==> config.mk <==
export PLATFORM = sky130hd
export DESIGN_NAME = adder_rr_sched
export DESIGN_NICKNAME = d
export VERILOG_FILES = /design/src/rtl/adder_rr_sched.sv
export SDC_FILE = /design/constraint.sdc
export NUM_CORES = 1
export LEC_CHECK = 0
export ABC_AREA = 0
export CORE_AREA = 2 2 191 193
export CTS_CLUSTER_SIZE = 16
export DETAILED_ROUTE_END_ITERATION = 16
export DIE_AREA = 0 0 193 195
export MAX_ROUTING_LAYER = met4
export PLACE_DENSITY = 0.61
export SLEW_MARGIN = 20
export SYNTH_ARGS = -nofsm -noshare
export SYNTH_HDL_FRONTEND = slang
export SYNTH_SLANG_ARGS = --single-unit
==> constraint.sdc <==
create_clock -name clk -period 1.7 [get_ports clk]
set_input_delay 0.34 -clock clk [delete_from_list [all_inputs] [get_ports clk]]
set_output_delay 0.34 -clock clk [all_outputs]
set_load 0.05 [all_outputs]
==> src/rtl/adder_rr_sched.sv <==
// Round-robin scheduler sharing one registered adder between NREQ valid/ready requesters.
// One operation in flight: IDLE (grant) -> ISSUE -> CAPT -> RESP (tagged response).
module adder_rr_sched #(
  parameter int WIDTH = 40,
  parameter int NREQ  = 4,
  parameter int IDW   = $clog2(NREQ)
) (
  input  logic                  clk,
  input  logic                  rst,
  input  logic [NREQ-1:0]       req_valid,
  output logic [NREQ-1:0]       req_ready,
  input  logic [NREQ*WIDTH-1:0] req_a,
  input  logic [NREQ*WIDTH-1:0] req_b,
  output logic [WIDTH-1:0]      add_a,
  output logic [WIDTH-1:0]      add_b,
  input  logic [WIDTH-1:0]      add_c,
  output logic                  rsp_valid,
  input  logic                  rsp_ready,
  output logic [WIDTH-1:0]      rsp_data,
  output logic [IDW-1:0]        rsp_id,
  output logic                  busy
);

  typedef enum logic [1:0] {IDLE, ISSUE, CAPT, RESP} state_t;

  state_t           state_reg, state_next;
  logic [IDW-1:0]   ptr_reg, ptr_next, id_reg, grant;
  logic [IDW:0]     idx, ptr_inc;
  logic             any_valid;
  logic [WIDTH-1:0] op_a [NREQ];
  logic [WIDTH-1:0] op_b [NREQ];

  genvar gi;
  generate
    for (gi = 0; gi < NREQ; gi++) begin : g_unpack
      assign op_a[gi] = req_a[gi*WIDTH +: WIDTH];
      assign op_b[gi] = req_b[gi*WIDTH +: WIDTH];
    end
  endgenerate

  assign any_valid = |req_valid;

  // Walk from the farthest candidate back to ptr so the last hit is the first in rotating order.
  always_comb begin
    grant = '0;
    idx   = '0;
    for (int k = NREQ - 1; k >= 0; k--) begin
      idx = {1'b0, ptr_reg} + (IDW+1)'(k);
      if (idx >= (IDW+1)'(NREQ)) idx = idx - (IDW+1)'(NREQ);
      if (req_valid[idx[IDW-1:0]]) grant = idx[IDW-1:0];
    end
  end

  always_comb begin
    ptr_inc  = {1'b0, grant} + 1'b1;
    ptr_next = (ptr_inc == (IDW+1)'(NREQ)) ? '0 : ptr_inc[IDW-1:0];
  end

  always_ff @(posedge clk or negedge rst) begin
    if (!rst) state_reg <= IDLE;
    else      state_reg <= state_next;
  end

  always_comb begin
    state_next = state_reg;
    req_ready  = '0;
    case (state_reg)
      IDLE: begin
        if (any_valid) begin
          req_ready[grant] = 1'b1;
          state_next       = ISSUE;
        end
      end
      ISSUE:   state_next = CAPT;
      CAPT:    state_next = RESP;
      RESP:    if (rsp_ready) state_next = IDLE;
      default: state_next = IDLE;
    endcase
  end

  assign busy = (state_reg != IDLE);

  always_ff @(posedge clk or negedge rst) begin
    if (!rst) begin
      ptr_reg   <= '0;
      id_reg    <= '0;
      add_a     <= '0;
      add_b     <= '0;
      rsp_data  <= '0;
      rsp_id    <= '0;
      rsp_valid <= 1'b0;
    end else begin
      case (state_reg)
        IDLE: begin
          if (any_valid) begin
            add_a   <= op_a[grant];
            add_b   <= op_b[grant];
            id_reg  <= grant;
            ptr_reg <= ptr_next;
          end
        end
        CAPT: begin
          rsp_data  <= add_c;
          rsp_id    <= id_reg;
          rsp_valid <= 1'b1;
        end
        RESP: begin
          if (rsp_ready) rsp_valid <= 1'b0;
        end
        default: ;
      endcase
    end
  end

endmodule

[Word-level counts from Yosys, hierarchy flattened]
Index checks and enable logic that the tools add are counted.
Word-level totals
  output and inout bits: 128
  register bits after elaboration: 129
  bits of input ports: 367
Cells by class
  multiplexer cells: 32
  eq/ne operators: 6
  $lt $le $gt $ge: 11
  add/subtract/negate cells: 8
  bitwise gates (word level): 1
  reductions and logical operators: 8
Operators by type and width (count)
  40-bit binary-select mux with 2-bit select: 2
  40-bit two-way mux: 4
  2-bit two-way mux: 11
  2-bit by 3-bit < comparator with 1-bit output (second input constant): 5
  3-bit greater-or-equal comparator (second input constant): 4
  1-bit binary-select mux with 2-bit select: 4
  4-bit two-way mux: 2
  2-bit one-hot mux with 4 select lines: 1
  2-bit by 1-bit subtractor with 2-bit output (second input constant): 4
  2-bit by 1-bit adder with 3-bit output (second input constant): 2
  2-bit by 2-bit adder with 3-bit output (second input constant): 2
  1-bit two-way mux: 6
  2-bit AND reduction: 3
  2-bit equality test (second input constant): 2
  2-bit inequality test (second input constant): 2
  2-bit nonzero test: 2
  4-bit OR reduction: 1
  3-bit equality test (second input constant): 1
  2-bit by 3-bit greater-or-equal comparator with 1-bit output (second input constant): 1
  2-bit NOT with 3-bit output: 1
  1-bit demux with 2-bit select: 1
  2-bit by 1-bit equality test with 1-bit output (second input constant): 1
  2-bit by 1-bit greater-or-equal comparator with 1-bit output (second input constant): 1
  2-bit zero test: 1
  2 further kinds: 2

[Logic depth before layout (Yosys ltp)]
Gate-level depths: netlist of the first run.
  depth after elaboration: 15
  gate-level depth with buffers: 9
  depth with buffers taken out: 7

[Least setup slack after synthesis of the first run]
No wires, ideal clock.
  path type: register -> output
  start point: register ptr_reg[1]
  end point: output req_ready[1]
  stages on the path, launching flop included: 7
  buffers on the path: 3
  path slack: -0.924 ns
  arrival: 2.284 ns
  cell sequence: dfrtp_1 > a21boi_0 > o221ai_2 > buf_4 > buf_6 > buf_4 > nor3_1
Between the ends
  longest elaborated chain between the ends: 15
  elaborated cells between the ends (all ways): 34
Ends and longest elaborated chain
  start: declaration: line 27  | logic [IDW-1:0] ptr_reg, ptr_next, id_reg, grant;
  start signal: assignment: line 99  | ptr_reg <= ptr_next;
  2-bit by 2-bit adder with 3-bit output: line 48  | idx = {1'b0, ptr_reg} + (IDW+1)'(k);
  3-bit greater-or-equal comparator / 2-bit by 1-bit subtractor with 2-bit output (equally long branches): line 49  | if (idx >= (IDW+1)'(NREQ)) idx = idx - (IDW+1)'(NREQ);
  2-bit two-way mux: line 49
  1-bit binary-select mux with 2-bit select: line 50  | if (req_valid[idx[IDW-1:0]]) grant = idx[IDW-1:0];
  1-bit two-way mux (implied by the code): line 50
  2-bit two-way mux (3 in a row): line 50
  2-bit two-way mux *: line 50
  2-bit by 3-bit < comparator with 1-bit output (implied by the code) / 2-bit by 1-bit greater-or-equal comparator with 1-bit output (equally long branches): line 70  | req_ready[grant] = 1'b1;
  1-bit logical AND (implied by the code): line 70
  1-bit two-way mux (implied by the code): line 70
  1-bit demux with 2-bit select *: line 70
  4-bit two-way mux *: line 69  | if (any_valid) begin
  4-bit two-way mux *: line 67  | case (state_reg)
  end: declaration: line 11  | output logic [NREQ-1:0] req_ready,
Mark *: on every way between the ends. The rest lies on a longest branch, timed or not. The select of a mux whose other input is x is not followed.

[Worst setup path after layout of the first run]
  start point: register ptr_reg[1]
  end point: output req_ready[3]
The elaborated chain is that of the path after synthesis.

==> results.md, run 1 <==
## Timing
• **Pins Over Slew Limit** 0
• **Fin Setup TNS** -34.53 ns
• **final number of setup-violating endpoints** 85
• **min Tclk post-route** 2.26 ns
• **largest clock skew in the final design** 0.0149 ns
• **Worst slew margin** 69.7%
• **unrepaired setup endpoints after global routing** true
• **fmax** 0.442 GHz
• **share of the cycle needed by the critical path after routing** 133%
• **least setup slack across all paths after layout** -0.564 ns
• **Worst Tran Pin Value** 0.455 ns
• **count of final hold-check violations** 0

## Worst setup path
• **cells on worst reg2reg path** 11
• **classification of the worst setup path** reg -> out
• **worst path arrival time** 1.92 ns
• **CP required** 1.36 ns
• **cells along the critical path** mux2_4 > o221ai_4 > inv_4 > ha_4 > and2_4 > buf_12
• **crit path max-delay cell type** dfrtp_2
• **Critical Path End Type** output port
• **maximum fanout along the worst path** 6
• **kind of start point of the critical path** flip-flop
• **Max stage delay on crit path** 0.45 ns

## Yosys
• **number of flip-flops and latches in the synthesized netlist** 129
• **Synth async-reset ratio** 100%
• **area fraction of the dominant cell type after synthesis** 45.8%
• **synthesized instance count** 844
• **Cell Area, Synth** 7050 um2
• **total of warnings raised by yosys** 0
• **count of flip-flops with a built-in enable after synthesis** 0
• **net count after synthesis** 1215
• **dominant register cell in the synthesized netlist** dfrtp_1
• **library cell with the highest instance count after synthesis** nand2_1
• **Area contributors post-synth** dfrtp_1, nand2_1, a21oi_1
• **commonest cells in the synthesized netlist** nand2_1, a21oi_1, dfrtp_1
• **synthesized area per cell** 8.35 um2
• **Unique masters post-synth** 30
• **sequential element share of the synthesized area** 45.8%
• **largest area contributor in the netlist** dfrtp_1

## Power
• **sequential share of power** 19.8%
• **total design power** 28.2 mW
• **Cell Pwr Density** 1870 nW/um2
• **sw power** 13.6 mW
• **cell-internal power** 14.6 mW
• **relative contribution of the clock network to total power** 14.3%
• **Switching Fraction** 48.3%
• **peak supply drop** 1.19 mV
• **static power due to leakage** 6.89 nW
• **portion of total power attributed to combinational logic** 65.9%

## Cells and area
• **fraction of layout instances using a drive strength above 1** 37.5%
• **final cell utilization of the core** 42.6%
• **layout overhead on the synthesized area** 114%
• **Layout fillers** 3397
• **area of combinational cells with multiple inputs** 4540 um2
• **final cell count without fillers** 1856
• **Net count, final** 1751
• **Largest regs** add_a x40, add_b x40, rsp_data x40
• **Reg area** 3230 um2

## Status
• **result of the run** finished, violations left
• **failing checks** negative setup slack

## Floorplanning
• **starting density of the core** 19.9%
• **die area** 37600 um2
• **chip width** 193 um
• **row count** 69
• **num ports** 495
• **die span in y** 195 um
• **core region area** 35400 um2

## Route
• **Vias/cell** 4.61
• **TritonRoute pass-1 iters** 5
• **number of remaining DRC errors** 0
• **DRC violation total after the first TritonRoute iteration** 308
• **Routed Antenna Nets** 0
• **average detailed-routed wire length per instance** 19.2 um
• **via count of the routed design** 8552
• **Routed WL** 35600 um

## Clock network
• **Num CTS Buffers** 17
• **maximum level of the CTS H-tree** 4
• **clock latency reported for the late side of the worst-skew pair** 0.45 ns
• **number of buffers between clock root and the deepest sink** 2
• **register clock-pin slew on the reported worst setup and hold paths** 0.06 ns
• **Sinks on Clock Net** 129
• **clock tree from TritonCTS** done
• **clock root buffer** clkbuf_16

## Placement
• **number of cells after detailed placement** 1785
• **RD Place Congestion** 0.860
• **buffers added on ports** 494
• **post-detail-place hpwl** 23900 um

## Global routing
• **total grt overflow** 0
• **met3 layer usage reported by global route** 4.37%
• **largest net degree at the start of global routing** 50
• **wire length of the first global-routing pass** 50300 um
• **number of global-route vias before repair** 8783
• **routing usage on met2** 29.6%
• **met1 demand-to-capacity share in global routing** 22.0%
• **routing layer with the top usage in global route** met2
• **global routing usage summed across all routing layers** 18.2%
• **antenna violations before repair** 2

## Hold path
• **HP Class** in -> async

## Flow run
• **Max-cap violations** 0

==> per-layer routing <==
metal	vias up	share of wire, %	wire [um]
met5	-	0	0
met4	0	2.2	791
met3	48	7.3	2610
met2	376	49	17400
met1	4163	42	14900
li1	3965	-	-
==> layout by cell type (no fill, tap or decap), drive strengths merged, types with 2 or more instances in the layout <==
master,n
ha,4
diode,2
inv,6
nor2b,3
and2,2
clkdlybuf4s50,362
a21oi,162
clkbuf,27
bufinv,4
o21ai,2
nand2,328
clkinvlp,4
buf,213
mux2,43
dfrtp,129
clkinv,3
dlygate4sd2,2
nor2,5
a211o,80
==> worst max-delay path: cells and delay by family (launching register included) <==
family          cells  cell delay, ns
mux                 1            0.32
compound gates      1            0.19
fa+ha+maj           1            0.16
buf+inv             2            0.23
flops               1            0.45
simple gates        1            0.14
==> path summary, 6_finish.rpt <==
check,from,to,slack (ns)
setup reg to reg,ptr_reg[1],add_a[9],-0.53
hold / removal,rst,rsp_data[32],0.40
min in group clk,add_b[8],add_b[8],0.49
max in group asynchronous,rst,add_a[2],0.74
hold reg to reg,add_b[8],add_b[8],0.49
setup / recovery,ptr_reg[1],req_ready[3],-0.56
==> power by group through the flow <==
stage          registers [mW]  clock network (mW)  logic [mW]
3_5_place_dp             5.60                   0        15.7
5_1_grt                  5.78                4.24        19.5
4_1_cts                  5.58                4.15        17.2
3_3_place_gp             5.57                   0        15.6
6_report                 5.59                4.04        18.6
2_1_floorplan            10.3                   0        5.36
==> kinds of logic after synthesis <==
logic type | after synthesis | share of synthesized area (%)
DFF | 129 | 45.8
and+or+nand+nor | 343 | 18.7
buffers and inverters | 74 | 5.40
adders and majority gates | 4 | 0.710
muxes | 43 | 6.87
AOI/OAI and AO/OA | 251 | 22.5
==> layout make-up <==
class | count | area share, %
timing repair buffer | 584 | 40.3
clock buffer | 22 | 3.08
sequential | 129 | 21.4
inverter | 7 | 0.216
antenna | 2 | 0.0332
clock inverter | 10 | 1.04
tap | 461 | 3.82
multi-input combinational | 641 | 30.1
==> metrics by stage <==
| step | hold WS [ns] | setup WS, ns | cell area (um2) |
|---|---|---|---|
| final | 0.396 | -0.564 | 15100 |
| after detailed placement | 0.312 | -0.740 | 12700 |
| after global routing | 0.438 | -0.669 | 15100 |
| after global placement | 0.310 | -0.724 | 12700 |
| after floorplan | 0.0444 | -0.304 | 7250 |
| after CTS | 0.385 | -0.608 | 14000 |
==> repair_timing <==
item                                    4_1_cts  5_1_grt
endpoints found under the setup margin       85       85
endpoints found under the hold margin        34        0
gates resized for setup                      72      279
gates cloned                                 12        5
setup buffers                                16       13
hold buffers                                  1        0
pin swaps                                    10      146
Power figures use the tool's default switching activity.
==> run 2: changes to the inputs <==
SKIP_CTS_REPAIR_TIMING = 1   (was unset)
==> results.md, run 2 (same netlist as run 1, synthesis figures left out) <==
## Status
• **result of the run** finished, violations left
• **failing checks** negative setup slack

## Timing
• **share of the cycle needed by the critical path after routing** 134%
• **unrepaired setup endpoints after global routing** true
• **fmax** 0.438 GHz
• **Worst Tran Pin Value** 0.453 ns
• **min Tclk post-route** 2.28 ns
• **least setup slack across all paths after layout** -0.583 ns
• **Worst slew margin** 69.8%
• **Pins Over Slew Limit** 0
• **largest clock skew in the final design** 0.0132 ns
• **final number of setup-violating endpoints** 85
• **count of final hold-check violations** 0

## Route
• **TritonRoute pass-1 iters** 5
• **uppermost layer routed** met4
• **Vias/cell** 4.49
• **DRC violation total after the first TritonRoute iteration** 353
• **Routed Antenna Nets** 0
• **average detailed-routed wire length per instance** 17.5 um
• **number of remaining DRC errors** 0
• **amount of wire on met2 after detailed routing** 15400 um
• **detailed route wirelength on metal3** 2450 um
• **Routed WL** 31800 um
• **post-route met1 wirelength** 13300 um
• **via count of the routed design** 8178

## Cells and area
• **layout overhead on the synthesized area** 90.0%
• **most frequent cells in the layout** clkdlybuf4s50_1, nand2_1, buf_4
• **Net count, final** 1716
• **final cell utilization of the core** 37.8%
• **Largest regs** add_a x40, add_b x40, rsp_data x40
• **most frequent standard cell in the layout excluding fill and tap cells** clkdlybuf4s50_1
• **fraction of layout instances using a drive strength above 1** 20.8%
• **summed area of non-filler cells in the final layout** 13400 um2

## Hold path
• **HP Class** in -> async

## Global routing
• **global routing usage summed across all routing layers** 17.0%
• **antenna violations before repair** 2
• **largest net degree at the start of global routing** 50
• **number of global-route vias before repair** 8493
• **wire length of the first global-routing pass** 47300 um
• **total grt overflow** 0

## Power
• **relative contribution of the clock network to total power** 15.9%
• **cell-internal power** 13.0 mW
• **Switching Fraction** 48.5%
• **static power due to leakage** 6.22 nW
• **sw power** 12.3 mW
• **Cell Pwr Density** 1890 nW/um2
• **portion of total power attributed to combinational logic** 62.0%
• **sequential share of power** 22.1%
• **peak supply drop** 1.18 mV

## Floorplanning
• **die area** 37600 um2
• **starting density of the core** 19.9%
• **num ports** 495
• **die span in y** 195 um
• **chip width** 193 um
• **core region area** 35400 um2
• **row count** 69

## Worst setup path
• **Max stage delay on crit path** 0.38 ns
• **top cell family by delay on the critical path** compound AO/OA/AOI/OAI gates
• **maximum fanout along the worst path** 4
• **worst path arrival time** 1.94 ns
• **kind of start point of the critical path** flip-flop
• **crit path max-delay cell type** dfrtp_1
• **cells along the critical path** inv_1 > a221o_1 > buf_4 > a21o_4 > nor2_4 > buf_6
• **r2r setup slk** -0.34 ns
• **cells on worst reg2reg path** 8
• **Critical Path End Type** output port
• **startpoint of the worst register-to-register path** ptr_reg[1]
• **Bufs and invs on worst path** 3
• **classification of the worst setup path** reg -> out
• **CP required** 1.36 ns
• **worst r2r dst** add_a[0]

## Clock network
• **Num CTS Buffers** 17
• **maximum level of the CTS H-tree** 4
• **clock root buffer** clkbuf_16
• **register clock-pin slew on the reported worst setup and hold paths** 0.06 ns
• **clock tree from TritonCTS** done
• **clock latency reported for the late side of the worst-skew pair** 0.44 ns
• **number of buffers between clock root and the deepest sink** 2
• **Sinks on Clock Net** 129

## Placement
• **pre-CTS setup slack** -0.740 ns
• **RD Place Congestion** 0.860
• **buffers added on ports** 494
• **post-detail-place hpwl** 23900 um
• **area of placed instances** 12700 um2

## Flow run
• **Max-cap violations** 0

[run 2: changes by cell type in the layout (fill, tap and decap cells not counted), moves of 2 or more]
cell | before | now
buf_6 | 14 | 3
buf_8 | 12 | 1
nand2_1 | 213 | 328
a21oi_4 | 2 | 0
dlymetal6s2s_1 | 1 | 3
buf_4 | 149 | 158
buf_12 | 28 | 19
dlygate4sd2_1 | 2 | 0
clkbuf_16 | 22 | 18
nand2_2 | 53 | 0
buf_16 | 10 | 1
a21oi_2 | 96 | 9
nand2_4 | 62 | 0
a21oi_1 | 64 | 153
[run 2: area by class of cell]
type | count | area, um2
repair buffers | 549 | 5340
diodes | 2 | 5.00
clock inverters | 10 | 158
multi-input cells | 641 | 3590
flip-flops and latches | 129 | 3230
inverters | 7 | 32.5
clock buffers | 22 | 464
well taps | 461 | 577
fillers | 3550 | 22000
[run 2: power by group through the flow]
stage	combinational, mW	sequential [mW]	clock, mW
6_report	15.7	5.58	4.02
5_1_grt	16.6	5.78	4.25
4_1_cts	15.7	5.58	4.15
3_5_place_dp	15.7	5.60	0
3_3_place_gp	15.6	5.57	0
2_1_floorplan	5.36	10.3	0
[run 2: through the flow]
stage | hold WS (ns) | setup TNS (ns) | cells | power (mW)
floorplan | 0.0444 | -2.95 | 844 | 15.7
global placement | 0.310 | -54.14 | 1785 | 21.2
detailed placement | 0.312 | -56.90 | 1785 | 21.3
CTS | -0.187 | -21.74 | 1817 | 25.4
global route | 0.437 | -31.24 | 1821 | 26.6
finish | 0.397 | -22.29 | 1821 | 25.3
[run 2: per-layer routing]
layer  track usage, %  up-vias
met5                -        -
met4             5.67        0
met3             4.17       39
met2             28.0      352
met1             20.1     3901
li1                 -     3886
[run 2: how the worst max path moves through the flow]
stage / from / depth (start not counted) / slack (ns) / end
2_1_floorplan: state_reg[1] / 7 / -0.30 / req_ready[2]
3_3_place_gp: req_valid[0] / 8 / -0.72 / add_b[16]
3_5_place_dp: req_valid[0] / 8 / -0.74 / add_b[16]
4_1_cts: ptr_reg[1] / 6 / -0.71 / req_ready[0]
5_1_grt: ptr_reg[1] / 6 / -0.69 / req_ready[0]
6_report: ptr_reg[0] / 6 / -0.58 / req_ready[0]
==> run 3: changes to the inputs <==
GPL_ROUTABILITY_DRIVEN = 0   (was unset)
RECOVER_POWER = 50   (was unset)
SLEW_MARGIN = unset   (was 20)
==> results.md, run 3 (same netlist as run 1, synthesis figures left out) <==
## Power
• **Cell Pwr Density** 1880 nW/um2
• **Switching Fraction** 48.8%
• **sequential share of power** 22.2%
• **peak supply drop** 1.18 mV
• **cell-internal power** 12.8 mW
• **sw power** 12.2 mW
• **relative contribution of the clock network to total power** 16.0%
• **portion of total power attributed to combinational logic** 61.7%
• **static power due to leakage** 6.20 nW

## Floorplanning
• **die area** 37600 um2
• **die span in y** 195 um
• **row count** 69
• **starting density of the core** 19.9%
• **core region area** 35400 um2
• **num ports** 495
• **chip width** 193 um

## Worst setup path
• **startpoint of the worst register-to-register path** ptr_reg[1]
• **classification of the worst setup path** reg -> out
• **maximum fanout along the worst path** 4
• **worst r2r dst** add_a[0]
• **worst path arrival time** 1.95 ns
• **r2r setup slk** -0.34 ns
• **kind of start point of the critical path** flip-flop
• **Critical Path End Type** output port
• **cells on worst reg2reg path** 8
• **CP required** 1.36 ns

## Global routing
• **wire length of the first global-routing pass** 47300 um
• **global routing usage summed across all routing layers** 17.0%
• **total grt overflow** 0
• **antenna violations before repair** 2
• **number of global-route vias before repair** 8493
• **largest net degree at the start of global routing** 50

## Clock network
• **clock latency reported for the late side of the worst-skew pair** 0.45 ns
• **maximum level of the CTS H-tree** 4
• **number of buffers between clock root and the deepest sink** 2
• **clock tree from TritonCTS** done
• **register clock-pin slew on the reported worst setup and hold paths** 0.06 ns
• **clock root buffer** clkbuf_16
• **Sinks on Clock Net** 129
• **Num CTS Buffers** 17

## Flow run
• **Max-cap violations** 0

## Cells and area
• **summed area of non-filler cells in the final layout** 13300 um2
• **Largest regs** add_a x40, add_b x40, rsp_data x40
• **fraction of layout instances using a drive strength above 1** 20.8%
• **area of combinational cells with multiple inputs** 3590 um2
• **layout overhead on the synthesized area** 88.8%
• **most frequent cells in the layout** clkdlybuf4s50_1, nand2_1, a21oi_1
• **most frequent standard cell in the layout excluding fill and tap cells** clkdlybuf4s50_1
• **Net count, final** 1716
• **Reg area** 3230 um2
• **Layout fillers** 3569

## Route
• **Routed WL** 31900 um
• **average detailed-routed wire length per instance** 17.5 um
• **number of remaining DRC errors** 0
• **DRC violation total after the first TritonRoute iteration** 316
• **Routed Antenna Nets** 0
• **TritonRoute pass-1 iters** 5
• **via count of the routed design** 8143
• **Vias/cell** 4.47

## Timing
• **worst hold slack** 0.485 ns
• **Worst slew margin** 21.7%
• **unrepaired setup endpoints after global routing** true
• **Worst Tran Pin Value** 1.17 ns
• **final number of setup-violating endpoints** 85
• **min Tclk post-route** 2.29 ns
• **fmax** 0.437 GHz
• **count of final hold-check violations** 0
• **largest clock skew in the final design** 0.0120 ns
• **Pins Over Slew Limit** 0
• **share of the cycle needed by the critical path after routing** 135%
• **least setup slack across all paths after layout** -0.587 ns

## Placement
• **post-detail-place hpwl** 23900 um
• **area of placed instances** 12700 um2
• **buffers added on ports** 494

## Hold path
• **Hold Path Stages** 1
• **origin of the worst min-delay path** add_b[37]
• **HP Class** reg -> reg
• **endpoint of the worst hold-timing path** add_b[37]

## Status
• **failing checks** negative setup slack
• **result of the run** finished, violations left

-- run 3: cell types whose count changed in the layout (fill, tap and decap cells not counted), sizes merged --
cell	change
buf	-21
clkbuf	+21
-- run 3: metrics by stage --
stage          setup TNS (ns)  utilization [%]  worst slack, ns  power [mW]  cells
2_1_floorplan           -2.95                -           -0.304        15.7    844
3_3_place_gp           -54.14             35.9           -0.724        21.2   1785
3_5_place_dp           -56.90             35.9           -0.740        21.3   1785
4_1_cts                -21.74             37.6           -0.712        25.4   1817
5_1_grt                -33.81             37.6           -0.693        26.4   1821
6_report               -22.22             37.6           -0.587        25.1   1821
-- run 3: power groups by stage --
stage	registers, mW	logic (mW)	clock network [mW]
finish	5.57	15.5	4.02
detailed placement	5.60	15.7	0
global route	5.78	16.4	4.25
CTS	5.58	15.7	4.15
floorplan	10.3	5.36	0
global placement	5.57	15.6	0
-- run 3: area by class of cell --
cell class	count	area share [%]
antenna	2	0.0376
clock buffer	22	3.49
clock inverter	10	1.18
inverter	7	0.244
multi-input combinational	641	27.0
sequential	129	24.3
tap	461	4.33
timing repair buffer	549	39.5
-- run 3: worst max-delay path, stage by stage (launching register included) --
cell	delay, ns
dfrtp_1	0.38
inv_1	0.07
a221o_1	0.36
buf_4	0.15
a21o_4	0.24
nor2_4	0.13
buf_6	0.17
-- run 3: metal layers --
| metal | GRT usage [%] | share of wire (%) |
|---|---|---|
| met4 | 5.67 | 2.1 |
| met5 | - | 0 |
| met3 | 4.17 | 7.7 |
| met2 | 28.0 | 49 |
| met1 | 20.1 | 42 |
-- run 3: worst max-delay path by stage --
stage,depth (start not counted),slack (ns),from,endpoint
6_report,6,-0.59,ptr_reg[0],req_ready[0]
5_1_grt,6,-0.69,ptr_reg[1],req_ready[0]
4_1_cts,6,-0.71,ptr_reg[1],req_ready[0]
3_5_place_dp,8,-0.74,req_valid[0],add_b[16]
3_3_place_gp,8,-0.72,req_valid[0],add_b[16]
2_1_floorplan,7,-0.30,state_reg[1],req_ready[2]
